[src/rtl/crossing_vote_filter.sv]
// Temporal majority-vote filter for per-frame zebra-crossing verdicts, with hysteresis,
// a stalled-detector watchdog and a single-entry state-change event port.
module crossing_vote_filter #(
  parameter int unsigned HISTORY_LEN    = 8,
  parameter int unsigned ON_THRESH      = 5,
  parameter int unsigned OFF_THRESH     = 2,
  parameter int unsigned TIMEOUT_CYCLES = 2_000_000,
  localparam int unsigned VW = $clog2(HISTORY_LEN + 1),
  localparam int unsigned TW = $clog2(TIMEOUT_CYCLES + 1)
) (
  input  logic          clk,
  input  logic          rst_n,
  input  logic          det_valid,
  input  logic          det_crossing,
  input  logic [7:0]    det_blob_count,
  output logic          crossing_stable,
  output logic [VW-1:0] vote_count,
  output logic [7:0]    peak_blobs,
  output logic          stale,
  output logic [15:0]   frames_seen,
  output logic          evt_valid,
  input  logic          evt_ready,
  output logic          evt_state,
  output logic          evt_overrun
);

  if (!(OFF_THRESH < ON_THRESH && ON_THRESH <= HISTORY_LEN && HISTORY_LEN >= 2 &&
        HISTORY_LEN <= 32 && TIMEOUT_CYCLES >= 2)) begin : g_param_err
    $error("crossing_vote_filter: illegal parameter combination");
  end

  typedef enum logic {CLEAR, ASSERTED} state_t;

  state_t                 state_q, state_n;
  logic [HISTORY_LEN-1:0] hist_q, hist_n;
  logic [VW-1:0]          vote_n;
  logic [TW-1:0]          wd_q, wd_n;
  logic [7:0]             peak_n;
  logic                   stale_n;
  logic [15:0]            frames_n;
  logic                   evt_valid_n, evt_state_n, evt_overrun_n;
  logic                   expire, rise, fall;

  // Next-state: history, vote, FSM, watchdog, peak and event port
  always_comb begin
    hist_n        = hist_q;
    vote_n        = '0;
    state_n       = state_q;
    wd_n          = wd_q;
    peak_n        = peak_blobs;
    stale_n       = stale;
    frames_n      = frames_seen;
    evt_valid_n   = evt_valid;
    evt_state_n   = evt_state;
    evt_overrun_n = evt_overrun;
    rise          = 1'b0;
    fall          = 1'b0;
    expire        = !det_valid && (wd_q == TW'(TIMEOUT_CYCLES - 1));

    if (det_valid) begin
      hist_n   = {hist_q[HISTORY_LEN-2:0], det_crossing};
      wd_n     = '0;
      stale_n  = 1'b0;
      frames_n = frames_seen + 16'd1;
    end else if (wd_q != TW'(TIMEOUT_CYCLES)) begin
      wd_n = wd_q + TW'(1);
    end

    if (expire) begin
      hist_n  = '0;
      stale_n = 1'b1;
    end

    for (int unsigned i = 0; i < HISTORY_LEN; i++) begin
      vote_n = vote_n + VW'(hist_n[i]);
    end

    if (det_valid) begin
      if (state_q == CLEAR && vote_n >= VW'(ON_THRESH)) begin
        state_n = ASSERTED;
        rise    = 1'b1;
      end else if (state_q == ASSERTED && vote_n <= VW'(OFF_THRESH)) begin
        state_n = CLEAR;
        fall    = 1'b1;
      end
    end else if (expire && state_q == ASSERTED) begin
      state_n = CLEAR;
      fall    = 1'b1;
    end

    // Clear on fall/timeout takes priority over a new peak in the same frame
    if (det_valid && det_crossing && det_blob_count > peak_blobs) begin
      peak_n = det_blob_count;
    end
    if (fall || expire) begin
      peak_n = '0;
    end

    if (evt_valid && evt_ready) begin
      evt_valid_n = 1'b0;
    end
    if (rise || fall) begin
      evt_valid_n = 1'b1;
      evt_state_n = (state_n == ASSERTED);
      if (evt_valid && !evt_ready) begin
        evt_overrun_n = 1'b1;
      end
    end
  end

  always_ff @(posedge clk or negedge rst_n) begin
    if (!rst_n) begin
      state_q     <= CLEAR;
      hist_q      <= '0;
      vote_count  <= '0;
      wd_q        <= '0;
      peak_blobs  <= '0;
      stale       <= 1'b0;
      frames_seen <= '0;
      evt_valid   <= 1'b0;
      evt_state   <= 1'b0;
      evt_overrun <= 1'b0;
    end else begin
      state_q     <= state_n;
      hist_q      <= hist_n;
      vote_count  <= vote_n;
      wd_q        <= wd_n;
      peak_blobs  <= peak_n;
      stale       <= stale_n;
      frames_seen <= frames_n;
      evt_valid   <= evt_valid_n;
      evt_state   <= evt_state_n;
      evt_overrun <= evt_overrun_n;
    end
  end

  assign crossing_stable = (state_q == ASSERTED);

endmodule

[config.mk]
export PLATFORM = sky130hd
export DESIGN_NAME = crossing_vote_filter
export DESIGN_NICKNAME = d
export VERILOG_FILES = /design/src/rtl/crossing_vote_filter.sv
export SDC_FILE = /design/constraint.sdc
export NUM_CORES = 1
export LEC_CHECK = 0
export ABC_CLOCK_PERIOD_IN_PS = 5200
export CAP_MARGIN = 20
export CORE_ASPECT_RATIO = 0.6
export CORE_MARGIN = 2
export CORE_UTILIZATION = 35
export CTS_CLUSTER_SIZE = 30
export DETAILED_ROUTE_END_ITERATION = 10
export GPL_TIMING_DRIVEN = 0
export SLEW_MARGIN = 10
export SYNTH_ARGS = -nofsm -noshare
export SYNTH_HDL_FRONTEND = slang
export SYNTH_SLANG_ARGS = --single-unit
[constraint.sdc]
create_clock -name clk -period 5.2 [get_ports clk]
set_clock_uncertainty 0.1 [all_clocks]
set_input_delay 1.04 -clock clk [delete_from_list [all_inputs] [get_ports clk]]
set_output_delay 1.04 -clock clk [all_outputs]
set_load 0.01 [all_outputs]
* Word level (Yosys, flattened, before mapping) *
Cells that the tools add are included.

cells by class
  bitwise logic cells = 1
  add/subtract/negate cells = 9
  reduce and logical (&&, ||, !) cells = 17
  muxes and demuxes = 20
  equality and inequality tests = 2
  $lt $le $gt $ge = 3

operators by type and width
  cell                   number
  $mux 21                2
  $mux 8                 4
  $add 21x1->21 const B  1
  $eq 21x21->1 const B   1
  $ne 21x21->1 const B   1
  $add 16x1->16 const B  1
  $add 4x1->4            4
  $mux 1                 14
  $gt 8x8->1             1
  $logic_and 1x1->1      8
  $reduce_bool 2->1      4
  $add 3x1->4            1
  $ge 4x3->1 const B     1
  $le 4x2->1 const B     1
  $add 2x1->3            1
  $add 1x1->2            1
  $logic_not 1->1        2
  $logic_or 1x1->1       2
  $reduce_and 2->1       1
  $not 1->1              1

word-level totals
  register bits after elaboration = 62
  input port bits = 13
  output and inout port bits = 33

* Logic depth before layout (Yosys ltp) *
  depth after elaboration = 17
  depth in mapped cells = 18

* Worst setup path before layout *
OpenSTA, ideal clock, no wires.

  path type = input -> register
  start = in det_valid
  end = reg peak_blobs[0]
  slack = 322 ps
  arrival time = 4650 ps
  setup time = 128 ps
  stages = 15
  cells stage by stage = buf_2 > clkbuf_1 > a22oi_1 > fa_1 > fa_1 > inv_1 > fa_1 > ha_1 > inv_1 > fa_1 > inv_1 > a221oi_1 > nand2_1 > a21oi_4 > a21oi_1

between the ends
  cells in the longest elaborated chain, start to end = 17
  elaborated cells on any way between the ends = 25
  those cells by class = 7 x add/sub; 2 x order compare; 7 x mux; 9 x reduce/logical

RTL lines
  what                                         RTL line  RTL
  from (decl)                                  13        input logic det_valid,
  $logic_not 1->1                              58        expire = !det_valid && (wd_q == TW'(TIMEOUT_CYCLES - 1));
  $logic_and 1x1->1                            58
  $mux 8 (*)                                   69        if (expire) begin
  $add 1x1->2                                  75        vote_n = vote_n + VW'(hist_n[i]);
  $add 2x1->3                                  75
  $add 3x1->4                                  75
  $add 4x1->4 (3 in series)                    75
  $add 4x1->4 (*)                              75
  named net vote_n[1]                          36        logic [VW-1:0] vote_n;
  $le 4x2->1                                   82        end else if (state_q == ASSERTED && vote_n <= VW'(OFF_THRESH)) begin
  $logic_and 1x1->1                            82
  $mux 1                                       82
  $mux 1 (*)                                   79        if (state_q == CLEAR && vote_n >= VW'(ON_THRESH)) begin
  $mux 1 (*)                                   78        if (det_valid) begin
  $logic_or 1x1->1 (*)                         95        if (fall || expire) begin
  $mux 8 or $reduce_bool 2->1 (tied branches)  --
  to (signal assigned)                         128       peak_blobs <= peak_n;
  to (decl)                                    18        output logic [7:0] peak_blobs,

The timed path passes the listed nets; every way through them passes the cells marked *.
A chain may end at the register's enable or synchronous reset.

* Worst setup path after layout *
  start = reg wd_q[13]
  end = reg peak_blobs[0]

between the ends
  cells in the longest elaborated chain, start to end = 17
  elaborated cells on any way between the ends = 22
  those cells by class = 7 x add/sub; 2 x order compare; 1 x eq/ne; 6 x mux; 6 x reduce/logical

RTL lines
  what                                         RTL line  RTL
  from (decl)                                  37        logic [TW-1:0] wd_q, wd_n;
  from (signal assigned)                       127       wd_q <= wd_n;
  $eq 21x21->1 (*)                             58
  $logic_and 1x1->1 (*)                        58
  $mux 8 (*)                                   69
  named net hist_n[0]                          35        logic [HISTORY_LEN-1:0] hist_q, hist_n;
  $add 1x1->2 (*)                              75
  $add 2x1->3 (*)                              75
  $add 3x1->4 (*)                              75
  $add 4x1->4 (*) (4 in series)                75
  named net vote_n[1]                          36
  $le 4x2->1                                   82
  $logic_and 1x1->1                            82
  $mux 1                                       82
  $mux 1 (*)                                   79
  $mux 1 (*)                                   78
  $logic_or 1x1->1 (*)                         95
  $mux 8 or $reduce_bool 2->1 (tied branches)  --

Marks and branches as above.

==> metrics.md <==
| Metric | Value |
|---|---|
| Synth-to-Final Area Change | 31.7% |
| Post-synth EDFFs | 0 |
| Root buffer cell | clkbuf_16 |
| CTS tree | done |
| Worst min-delay path class | flip-flop to flip-flop |
| Asr flop ratio synth | 100% |
| Drt drc | 0 |
| Most frequent cells in the layout | dfrtp_1, clkdlybuf4s50_1, inv_1 |
| Worst-skew pair later-pin latency | 0.33 ns |
| Largest net degree at the start of global routing | 63 |
| Sw Share | 30.4% |
| Peak Freq | 196 MHz |
| Clock sinks | 62 |
| Tot GR Track Use | 15.2% |
| First-pass GRT wire length | 11700 um |
| Ant diodes | 0 |
| Slew margin rel. | 47.1% |
| CORE AREA | 0.00859 mm^2 |
| Port buffer count | 45 |
| Bufs on Longest Clock Path | 2 |
| Hold Fails Final Rpt | 0 |
| Clk slew on worst S/H paths | 0.05 ns |
| GRT overflow | 0 |
| Slew @ Worst Pin | 0.794 ns |
| Global route hottest layer | met2 |
| # rows | 26 |
| M3 GR Usage | 5.58% |
| Final Max Slew Viols | 0 |
| WP data arrival | 5.20 ns |
| Clock power frac | 32.1% |
| Setup CP Type | flip-flop to flip-flop |
| Unrepaired setup endpoints after global routing | true |
| Max cap viols | 0 |
| Ratio of cells with drive above 1 in the final layout | 14.5% |
| Starting DRC count in detailed routing | 142 |
| Post-synth cell types | 44 |
| Final Setup Violations | 0 |
| IO Pins | 46 |
| Internal Pwr Total | 1.16 mW |
| Initial Util | 36.5% |
| Dpl cells | 459 |
| Drt pass-1 iters | 4 |
| Via count | 2367 |
| Post-Route WL | 6810 um |
| Syn Nets | 333 |
| TritonCTS buffer count | 9 |
| H-tree Lvls | 3 |
| DR vias/cell | 4.88 |
| R2R depth | 17 |
| Vias in the first global route | 2354 |
| NumNets Final | 399 |
| Place WS | -0.986 ns |
| Cell depth of the worst hold path | 1 |
| Crit path max fanout | 8 |
| Cell Count, Final, Fillers Out | 485 |
| Fin Hold WS | 0.379 ns |
| Final worst path period need | 5.10 ns |
| Die Area | 0.00975 mm^2 |
| Startpoint types | flip-flop |
| CP Cell Sequence | or4b_4 > nor4_4 > a21oi_4 > a22o_2 > inv_2 > fa_1 > fa_1 > inv_1 > fa_1 > ha_2 > inv_1 > fa_1 > inv_2 > a221oi_4 > nand2_2 > a21oi_4 > a21oi_1 |
| Fin worst setup slack | 0.102 ns |
| Commonest non-fill, non-tap cell in the layout | dfrtp_1 |
| Seq cells post-synth | 62 |
| DRT antenna net count | 0 |
| Yosys warning count | 0 |
| Max stage delay on crit path | 0.54 ns |
| Crit path max-delay family | adder cells |
| Critical-path top delay cell | or4b_4 |
| Final period util | 98.0% |
| GP Congestion | 0.793 |
| LEAKAGE | 1.81 nW |
| WL/cell | 14.0 um |
| Met1 Usage GRT | 21.6% |
| Post-synthesis sequential area ratio | 49.5% |
| CP Depth | 17 |
| Bufs and invs on worst path | 4 |
| Sw power | 0.508 mW |
| Die height | 77.3 um |
| Peak supply drop | 172 uV |
| Seq pwr share | 37.4% |
| Combinational power share | 30.6% |
| Initial antenna violation count | 0 |
| Critical path capture point type | flip-flop |
| Fill cell count | 815 |
| Post-Synthesis Cell Area | 0.00313 mm^2 |
| Status | finished, final reports clean |
| Most common cell on crit path | fa_1 |
| Worst path required time | 5.30 ns |
| Synth Flop Type | dfrtp_1 |
| Die width | 126 um |
| Syn avg cell area | 10.4 um^2 |
| PwrDens | 404 mW/mm^2 |
| M2 GR Usage | 21.6% |
| Dpl hpwl | 4720 um |
| Post-Syn Instances | 302 |
==> sequential cells by signal, summed over array words and instances, names as in the netlist <==
signal           flops
evt_state            1
peak_blobs           8
evt_overrun          1
wd_q                21
stale                1
frames_seen         16
vote_count           4
evt_valid            1
hist_q               8
crossing_stable      1
==> cell families (layout without fill, tap and decap cells) <==
kind of cell,after synthesis,count (layout),synth area share (%)
AND/OR/NAND/NOR,101,101,17.6
flip-flops,62,62,49.5
AO/OA/AOI/OAI,55,55,11.2
XOR/XNOR,32,32,8.94
buffers and inverters,32,103,3.87
adder cells (fa/ha/maj),18,18,8.14
multiplexers,2,2,0.679
==> layer usage <==
layer / vias to the layer above / wire [um]
met5: - / 0
met4: 0 / 66
li1: 1189 / -
met2: 35 / 2880
met3: 8 / 260
met1: 1135 / 3600
==> through the flow <==
step | util (%) | instance area (um^2) | total power, mW | setup TNS, ns
global route | 48.1 | 4130 | 1.78 | -0.420
global placement | 43.4 | 3720 | 1.05 | -9.98
finish | 48.1 | 4130 | 1.67 | 0
CTS | 47.4 | 4070 | 1.64 | 0
floorplan | - | 3130 | 0.857 | 0
detailed placement | 43.3 | 3720 | 1.07 | -11.10
==> final cells by class <==
class	instances	area, um^2	share of cell area (%)
Buffer	6	30.0	0.727
Clock buffer	12	246	5.97
Clock inverter	4	22.5	0.545
Inverter	26	97.6	2.36
Multi-Input combinational cell	208	1520	36.8
Sequential cell	62	1550	37.6
Tap cell	112	140	3.39
Timing Repair Buffer	55	518	12.5
==> power by group through the flow <==
stage               clock network (mW)  registers (mW)  logic, mW
global placement                     0           0.629      0.425
global route                     0.577           0.636      0.564
floorplan                            0           0.648      0.209
detailed placement                   0           0.628      0.439
CTS                              0.550           0.623      0.467
finish                           0.535           0.624      0.510
==> what timing repair did <==
action | CTS | global route
endpoints found under the setup margin | 12 | 11
setup buffers | 5 | 5
gates cloned | 0 | 0
pin swaps | 5 | 6
resized for setup | 10 | 10
hold buffers | 0 | 0
==> cells in the mapped netlist (5+ instances only) <==
library cell	instances	area share (%)
nor2_1	22	2.6
xnor2_1	23	6.4
inv_1	26	3.1
and3_1	5	1.0
nor3_1	7	1.1
xor2_1	9	2.5
o21ai_0	14	2.2
nand3_1	20	3.2
nand4_1	9	1.8
nand2_1	17	2.0
ha_1	14	5.6
dfrtp_1	62	50
a21oi_1	20	3.2
==> worst paths after layout <==
kind	startpoint	end	slack [ns]
worst max-delay path	wd_q[13]	peak_blobs[0]	0.10
worst min-delay path	evt_overrun	evt_overrun	0.38
worst max register to register	wd_q[13]	peak_blobs[0]	0.10
worst min register to register	evt_overrun	evt_overrun	0.38
max in group asynchronous	rst_n	wd_q[13]	3.74
min in group asynchronous	rst_n	peak_blobs[5]	0.70
No activity file was read; power rests on OpenSTA's default activity.
